--- src/rtl/cfg_out_pea_loader.sv ---
// Stream loader for the per-row PEA output-selector configuration store.
// Each accepted word fills one KMEM slot of every [row][output] selector, starting at a base slot.
module cfg_out_pea_loader #(
    parameter int N               = 4,
    parameter int KMEM_SIZE       = 8,
    parameter int LOG_M           = 3,
    parameter int N_CFG_ADDR_BITS = 3
) (
    input  logic                                          clk_i,
    input  logic                                          rst_ni,
    input  logic                                          start_i,
    input  logic [N_CFG_ADDR_BITS-1:0]                    base_slot_i,
    input  logic [N_CFG_ADDR_BITS:0]                      n_slots_i,
    input  logic                                          abort_i,
    input  logic                                          cfg_valid_i,
    input  logic [2*N*LOG_M-1:0]                          cfg_data_i,
    output logic                                          cfg_ready_o,
    output logic                                          busy_o,
    output logic                                          done_o,
    output logic [N-1:0][1:0][KMEM_SIZE-1:0][LOG_M-1:0]   reg_cfg_sel_out_pea_o
);

    localparam logic [N_CFG_ADDR_BITS:0]   MAX_COUNT = (N_CFG_ADDR_BITS+1)'(KMEM_SIZE);
    localparam logic [N_CFG_ADDR_BITS-1:0] LAST_SLOT = N_CFG_ADDR_BITS'(KMEM_SIZE-1);
    localparam logic [N_CFG_ADDR_BITS:0]   ONE_LEFT  = (N_CFG_ADDR_BITS+1)'(1);

    typedef enum logic [1:0] {
        IDLE = 2'd0,
        LOAD = 2'd1,
        DONE = 2'd2
    } state_t;

    state_t                     state, state_next;
    logic [N_CFG_ADDR_BITS-1:0] ptr;
    logic [N_CFG_ADDR_BITS:0]   rem;
    logic                       accept;
    logic                       launch;

    function automatic logic [N_CFG_ADDR_BITS:0] sat_count(input logic [N_CFG_ADDR_BITS:0] n);
        if (n > MAX_COUNT) return MAX_COUNT;
        return n;
    endfunction

    function automatic logic [N_CFG_ADDR_BITS-1:0] next_slot(input logic [N_CFG_ADDR_BITS-1:0] p);
        if (p == LAST_SLOT) return '0;
        return p + 1'b1;
    endfunction

    // Abort wins over a same-cycle beat, so that beat is never written.
    assign accept = (state == LOAD) && cfg_valid_i && !abort_i;
    assign launch = (state == IDLE) && start_i && (n_slots_i != '0);

    always_ff @(posedge clk_i) begin
        if (!rst_ni) state <= IDLE;
        else         state <= state_next;
    end

    always_comb begin
        state_next = state;
        case (state)
            IDLE: begin
                if (start_i) state_next = (n_slots_i == '0) ? DONE : LOAD;
            end
            LOAD: begin
                if (abort_i)                            state_next = IDLE;
                else if (cfg_valid_i && rem == ONE_LEFT) state_next = DONE;
            end
            DONE:    state_next = IDLE;
            default: state_next = IDLE;
        endcase
    end

    always_comb begin
        cfg_ready_o = (state == LOAD);
        busy_o      = (state != IDLE);
        done_o      = (state == DONE);
    end

    always_ff @(posedge clk_i) begin
        if (!rst_ni) begin
            ptr                   <= '0;
            rem                   <= '0;
            reg_cfg_sel_out_pea_o <= '0;
        end else if (launch) begin
            ptr <= base_slot_i;
            rem <= sat_count(n_slots_i);
        end else if (accept) begin
            for (int i = 0; i < N; i++) begin
                for (int j = 0; j < 2; j++) begin
                    reg_cfg_sel_out_pea_o[i][j][ptr] <= cfg_data_i[(i*2+j)*LOG_M +: LOG_M];
                end
            end
            ptr <= next_slot(ptr);
            rem <= rem - 1'b1;
        end
    end

endmodule

--- config.mk ---
export PLATFORM = sky130hd
export DESIGN_NAME = cfg_out_pea_loader
export DESIGN_NICKNAME = d
export VERILOG_FILES = /design/src/rtl/cfg_out_pea_loader.sv
export SDC_FILE = /design/constraint.sdc
export NUM_CORES = 1
export LEC_CHECK = 0
export ABC_AREA = 1
export CELL_PAD_IN_SITES_DETAIL_PLACEMENT = 0
export CELL_PAD_IN_SITES_GLOBAL_PLACEMENT = 1
export CORE_MARGIN = 10
export CORE_UTILIZATION = 36
export DETAILED_ROUTE_END_ITERATION = 8
export MAX_ROUTING_LAYER = met4
export PLACE_DENSITY = 0.83
export SYNTH_ARGS = -nofsm -noshare
export SYNTH_HDL_FRONTEND = slang
export SYNTH_SLANG_ARGS = --single-unit
--- constraint.sdc ---
create_clock -name clk_i -period 2.5 [get_ports clk_i]
set_clock_uncertainty 0.1 [all_clocks]
set_input_delay 0.5 -clock clk_i [delete_from_list [all_inputs] [get_ports clk_i]]
set_output_delay 0.5 -clock clk_i [all_outputs]
set_load 0.005 [all_outputs]
==> metrics.md, run 1 <==
| Metric | Value |
|---|---|
| Routability cong. | `approximately 0.82` |
| Core ar. | `21,020 um2` |
| Total track usage | `between 20% and 30%` |
| Final #Nets | `1,217` |
| Cells along the critical path | `inv_2, nor2_1, clkdlybuf4s50_1` |
| Hold buffers post-CTS | `0` |
| Critical Path Sink Type | `output pin` |
| Starting Density | `a little over a third` |
| Area after DPL | `~10,000 um2` |
| Ys Warns | `0` |
| RSZ-0062 raised after global routing | `false` |
| P&R area growth vs syn | `44.02%` |
| Max H-tree Level | `1` |
| Initial drt markers | `between 400 and 500` |
| Clock Latency Late Sink | `0.49 ns` |
| Sequential-to-total area share from yosys stat | `between 50% and 60%` |
| Origin of the worst setup path | `state[1]` |
| Syn nets | `around 1,000` |
| Vias per inst | `roughly 5.2` |
| Measured slew at the worst slew-check pin | `~0.55 ns` |
| Final hold vios | `0` |
| Logic pwr share | `between 7 and 8%` |
| Drt drc | `0` |
| Post-route ant nets | `0` |
| DIE WIDTH | `between 150 and 200 um` |
| Post-Syn Area | `about 7700 um2` |
| Fin crit period | `around 2.2 ns` |
| Die Ht | `between 150 and 200 um` |
| CTS Buffer Depth | `3` |
| Final count of negative-setup-slack endpoints | `0` |
| Yosys cell types | `22` |
| Cell accounting for the most synthesized area | `dfxtp_1` |
| Cell count after placement | `between 1,000 and 1,500` |
| Max incr delay on CP | `about 0.56 ns` |
| Setup slack after layout | `between 0.2 and 0.3 ns` |
| Setup bufs post-CTS | `0` |
| R2R setup slack | `roughly 0.52 ns` |
| Post-place setup slack | `between 0.2 and 0.25 ns` |
| Yosys reg bits | `201` |
| Root Buffer | `clkbuf_16` |
| Peak VDD IR | `roughly 0.43 mV` |
| Int Power | `5.219 mW` |
| Crit path buf inv count | `2` |
| Syn_area_per_cell | `approximately 7.9 um2` |
| Crit path max-delay cell type | `clkdlybuf4s50_1` |
| Sequential share of power | `between 40% and 50%` |
| R2r worst-path depth | `7` |
| Sw power | `1.656 mW` |
| Hold crit path type | `reg2reg` |
| RR Endpoint | `reg_cfg_sel_out_pea_o[165]` |
| CTS tree | `done` |
| CTS Buf Count | `22` |
| Crit path DAT | `1.60 ns` |
| Max FO, Critical Path | `3` |
| Worst setup endpoint | `done_o` |
| Worst Path Class, Setup | `reg2out` |
| Leakage | `around 3.7 nW` |
| Clock power frac | `~46%` |
| # IOs | `231` |
| Buffers added on ports | `230` |
| Status | `completed` |
| Relative slew slack | `between 60% and 70%` |
| Maxcap violations | `0` |
| GRT overflow | `0` |
| Pin count of the biggest net entering global routing | `47` |
| Die area | `27,560 um2` |
| N_diodes | `0` |
| Post-DP HPWL | `19,790 um` |
| Share of cells above drive strength 1 | `between 8 and 9%` |
| CTS clk-pin slew, worst paths | `around 0.060 ns` |
| Crit share post-route | `about nine tenths` |
| Per-cell routed wire length | `around 20 um` |
| Initial antenna violation count | `0` |
| Post-CTS Resized | `0` |
| Synth Instances | `around 1,000` |
| Vias | `7,596` |
| Setup TNS | `0 ns` |
| Vias in the first global route | `about 7,500` |
| Finished Layout Cells | `between 1,000 and 1,500` |
| Fill cells | `1,974` |
| Max frequency | `roughly 450 MHz` |
| Crit-path leading delay family | `buffers and inverters` |
| WL final | `around 29,000 um` |
| Rows | `53` |
| Iteration count of the initial detailed-routing pass | `5` |
| PwrDens | `622.0 nW/um2` |
| Final Instance Area | `11,050 um2` |
| First-pass GRT wire length | `~45,000 um` |
| Num Clock Sinks | `between 200 and 250` |
| Switching share of power | `roughly a quarter` |
| Worst endpoint required time | `1.90 ns` |
| Post-synth top area share | `between 50% and 60%` |
| Startpoint of the worst register-to-register path | `ptr[2]` |
| Startpoint types | `flop` |
| Synth area leaders | `dfxtp_1 52%, nand3_1 14%, a21oi_1 13%` |
| Max Slew Vio Count | `0` |
| Crit. path cell count | `3` |
## cells in the final DEF, fill, tap and decap left out, types with 3 or more instances in the layout
cell / count
clkbuf_16: 23
nor3_4: 8
clkbuf_8: 5
clkinv_2: 8
ha_1: 4
clkbuf_1: 3
a21oi_1: 197
o21ai_0: 4
nand2_1: 221
dfxtp_1: 201
nor2_1: 7
buf_12: 10
nand3_1: 208
clkdlybuf4s50_1: 230
inv_1: 16
buf_4: 35
## worst min path at each step
stage	start	to	slack (ns)	cells after the start
global placement	reg_cfg_sel_out_pea_o[111]	reg_cfg_sel_out_pea_o[111]	0.35	2
finish	reg_cfg_sel_out_pea_o[44]	reg_cfg_sel_out_pea_o[44]	0.36	2
floorplan	reg_cfg_sel_out_pea_o[17]	reg_cfg_sel_out_pea_o[17]	0.36	2
detailed placement	reg_cfg_sel_out_pea_o[44]	reg_cfg_sel_out_pea_o[44]	0.35	2
CTS	reg_cfg_sel_out_pea_o[44]	reg_cfg_sel_out_pea_o[44]	0.36	2
global route	reg_cfg_sel_out_pea_o[41]	reg_cfg_sel_out_pea_o[41]	0.37	2
## Yosys cell counts, drive strengths merged
library cell and count:
ha 4, xnor2 1, inv 21, o21ai 4, nor2 8, dfxtp 201, nand3 208, nor3 9
or2 1, nand4 2, buf 38, o21bai 1, nand2 221, a21oi 197, clkbuf 61
## cell type report
class | count | area (um2) | share of cell area, %
clock inverter | 8 | 40.04 | 0.3623
clock buffer | 31 | 655.6 | 5.932
tap | 275 | 344.1 | 3.113
sequential | 201 | 4024 | 36.41
multi-input combinational | 656 | 3134 | 28.36
inverter | 21 | 88.84 | 0.8038
timing repair buffer | 275 | 2765 | 25.02
## power groups by stage
stage          Sequential, mW  Clock (mW)  Combinational [mW]
5_1_grt                  3.26        3.30               0.529
4_1_cts                  3.26        3.18               0.491
3_3_place_gp             3.33           0               0.488
3_5_place_dp             3.33           0               0.490
6_report                 3.26        3.13               0.489
2_1_floorplan            3.32           0               0.254
## sequential cells by signal, summed over array words and instances (netlist names)
signal,flops
ptr,3
reg_cfg_sel_out_pea_o,192
rem,4
state,2
## metrics by stage
stage          hold slack, ns  power (mW)  utilization [%]
5_1_grt                0.3747       7.092            52.57
2_1_floorplan          0.3565       3.576                -
3_5_place_dp           0.3515       3.818            49.26
6_report               0.3576       6.875            52.57
3_3_place_gp           0.3464       3.815            49.26
4_1_cts                0.3607       6.933            52.57
## per-layer routing
metal,vias up,track usage [%],routed length (um)
met1,3545,26.29,12850
met4,0,4.892,581
met5,-,-,0
met3,37,6.436,2788
met2,332,30.99,12870
li1,3682,-,-
## tightest hold or removal path, delay by kind of cell (launching register included)
family / cells / cell delay, ns
flops: 1 / 0.31
compound gates: 1 / 0.05
simple gates: 1 / 0.06
## cell families (layout without fill, tap and decap cells)
kind of cell	count (synthesis)	count (layout)	synth area share [%]
flip-flops	201	201	52.44
AO/OA/AOI/OAI	202	202	13.21
XOR/XNOR	1	1	0.1142
buffers and inverters	120	335	6.897
AND/OR/NAND/NOR	449	449	26.69
adder cells (fa/ha/maj)	4	4	0.6522
(Power assumes the default switching activity.)
==> run 2, diff against run 1 <==
--- a/config.mk
+++ b/config.mk
@@ -11,6 +11,7 @@
 export CORE_MARGIN = 10
 export CORE_UTILIZATION = 36
 export DETAILED_ROUTE_END_ITERATION = 8
+export HOLD_SLACK_MARGIN = 0.15
 export MAX_ROUTING_LAYER = met4
 export PLACE_DENSITY = 0.83
 export SYNTH_ARGS = -nofsm -noshare
==> results of run 2 <==
Same layout as run 1: the final DEF is identical, and so are final timing and power.
==> RTL change: new RTL, settings of run 1 <==
The parameter `KMEM_SIZE` goes from 8 to 4.
--- a/src/rtl/cfg_out_pea_loader.sv
+++ b/src/rtl/cfg_out_pea_loader.sv
@@ -2,7 +2,7 @@
 // Each accepted word fills one KMEM slot of every [row][output] selector, starting at a base slot.
 module cfg_out_pea_loader #(
     parameter int N               = 4,
-    parameter int KMEM_SIZE       = 8,
+    parameter int KMEM_SIZE       = 4,
     parameter int LOG_M           = 3,
     parameter int N_CFG_ADDR_BITS = 3
 ) (
Interface: changed (resized reg_cfg_sel_out_pea_o); port bits go from 231 to 135. The function was not compared with the original's and may differ.
==> RTL change against run 1 <==
- wire length shrank 58%
- final area fell by 50%
- global-route usage shrank 5.2 points
- die area shrank 43%
- clock power fell by 66%
- area after synthesis fell by 48%
- sequential cell count is 96 lower
- worst setup slack better by 0.14 ns
- via count decreased by 52%
- power decreased by 55%
- hold slack gained 0.032 ns
- register-to-register slack improved by 0.08 ns
- largest cell class unchanged
- highest routed layer unchanged
==> RTL change: results (changes against run 1) <==
routing:
  initialDrtViolationCount: 194  # -60%
  wl_per_cell_um: 15.6  # -21%
  firstDrtPassIters: 4  # -1
  vias: 3662  # -52%
pwr:
  p_leak_nw: 2.11  # -42%
  peakVddDrop_uv: 312  # -28%
  p_seq_mw: 1.72  # -47%
  comb_power_mw: 0.294  # -40%
  p_sw_frac: 0.250  # +0.00961
clock_network:
  clk_latency_ns: 0.36  # -0.13 ns
  cts_buffers: 9  # -59%
  clk_pin_slew_ns: 0.10  # +0.04 ns
  ctsHtreeMaxLevel: 3  # +2
  clk_path_buf_depth: 2  # -1
  cts_resized: 0  # unchanged
  clock_tree.root_cell: "clkbuf_8"
placed_design:
  gp_congestion: 0.749  # -8.5%
  dpl.hpwl_um: 8740  # -56%
  port_buffers: 134  # -42%
  detailedPlace.worstSlack_ns: 0.0883  # -0.131 ns
synth:
  synthArstFlopShare: 0  # unchanged
  synth_flop_cell: "dfxtp_1"
  synth_warnings: 0  # unchanged
  synthDistinctLibCells: 23  # +4.5%
  synth_area_leaders: "dfxtp_1 53%, nor2_1 19%, o21ai_0 9.6%"
  synth_common_cells: "206 x nor2_1, 105 x dfxtp_1, 77 x o21ai_0, 26 x o21ai_1, 22 x inv_1"
  synth_nets: 559  # -45%
  yosysSeqAreaShare: 0.526  # +0.00194
global_route:
  grt_max_degree: 104  # +120%
  grt_usage: 0.154  # -0.0516
  grt_pass1_wl_um: 19500  # -57%
  antenna_found_initial: 0  # unchanged
cells_and_area:
  drive_gt1_frac: 0.0513  # -0.0292
  antennaDiodeCount: 0  # unchanged
  reg_top3: "reg_cfg_sel_out_pea_o x96, rem x4, ptr x3"
  nets: 681  # -44%
sta:
  relSlewSlack: 0.719  # +0.0844
worst_setup_path:
  crit_fanout: 4  # +1
  rr_worst_depth: 7  # unchanged
  crit_arrival_ns: 1.46  # -0.14 ns
hold_path:
  whs_path_depth: 2  # unchanged
  hp-class: "reg -> reg"
status:
  outcome: "completed"
RTL change: final timing paths:
path,endpoint,from,slack [ns]
max,busy_o,state[0],0.44
min,reg_cfg_sel_out_pea_o[17],reg_cfg_sel_out_pea_o[17],0.39
max reg2reg,reg_cfg_sel_out_pea_o[46],ptr[0],0.60
min reg2reg,reg_cfg_sel_out_pea_o[17],reg_cfg_sel_out_pea_o[17],0.39
RTL change: layer usage:
metal | vias to the layer above | track usage | share of wire
met5 | - | - | 0
met4 | 0 | 0.0325 | 0.0082
met3 | 11 | 0.0553 | 0.072
met2 | 92 | 0.254 | 0.47
met1 | 1676 | 0.176 | 0.45
li1 | 1883 | - | -
RTL change: logic make-up (layout without fill, tap and decap cells):
logic type	count (synthesis)	after routing	share of synthesized area
adder cells (fa/ha/maj)	6	6	0.0188
buffers and inverters	54	180	0.0699
flip-flops	105	105	0.526
AO/OA/AOI/OAI	107	107	0.134
XOR/XNOR	1	1	0.00219
AND/OR/NAND/NOR	244	244	0.249
RTL change: area by class of cell:
cell class	instances	area (µm²)
timing repair buffer	138	1380
inverter	27	106
multi-input combinational	358	1610
tap	140	175
fill	1100	5270
clock buffer	9	124
sequential	105	2100
clock inverter	6	75.1
RTL change: worst max-delay path, stage by stage (launching register included):
cell             delay (ns)
dfxtp_1                0.38
inv_1                  0.07
nand2_1                0.13
clkdlybuf4s50_1        0.52
RTL change: stage by stage:
stage	utilization	instance area (µm²)	total power, mW	instances	hold slack [ns]
finish	0.514	5570	3.09	783	0.389
global route	0.514	5570	3.23	783	0.412
CTS	0.514	5570	3.12	783	0.394
detailed placement	0.496	5380	2.06	768	0.372
global placement	0.496	5380	2.05	768	0.364
floorplan	-	3990	1.91	517	0.377
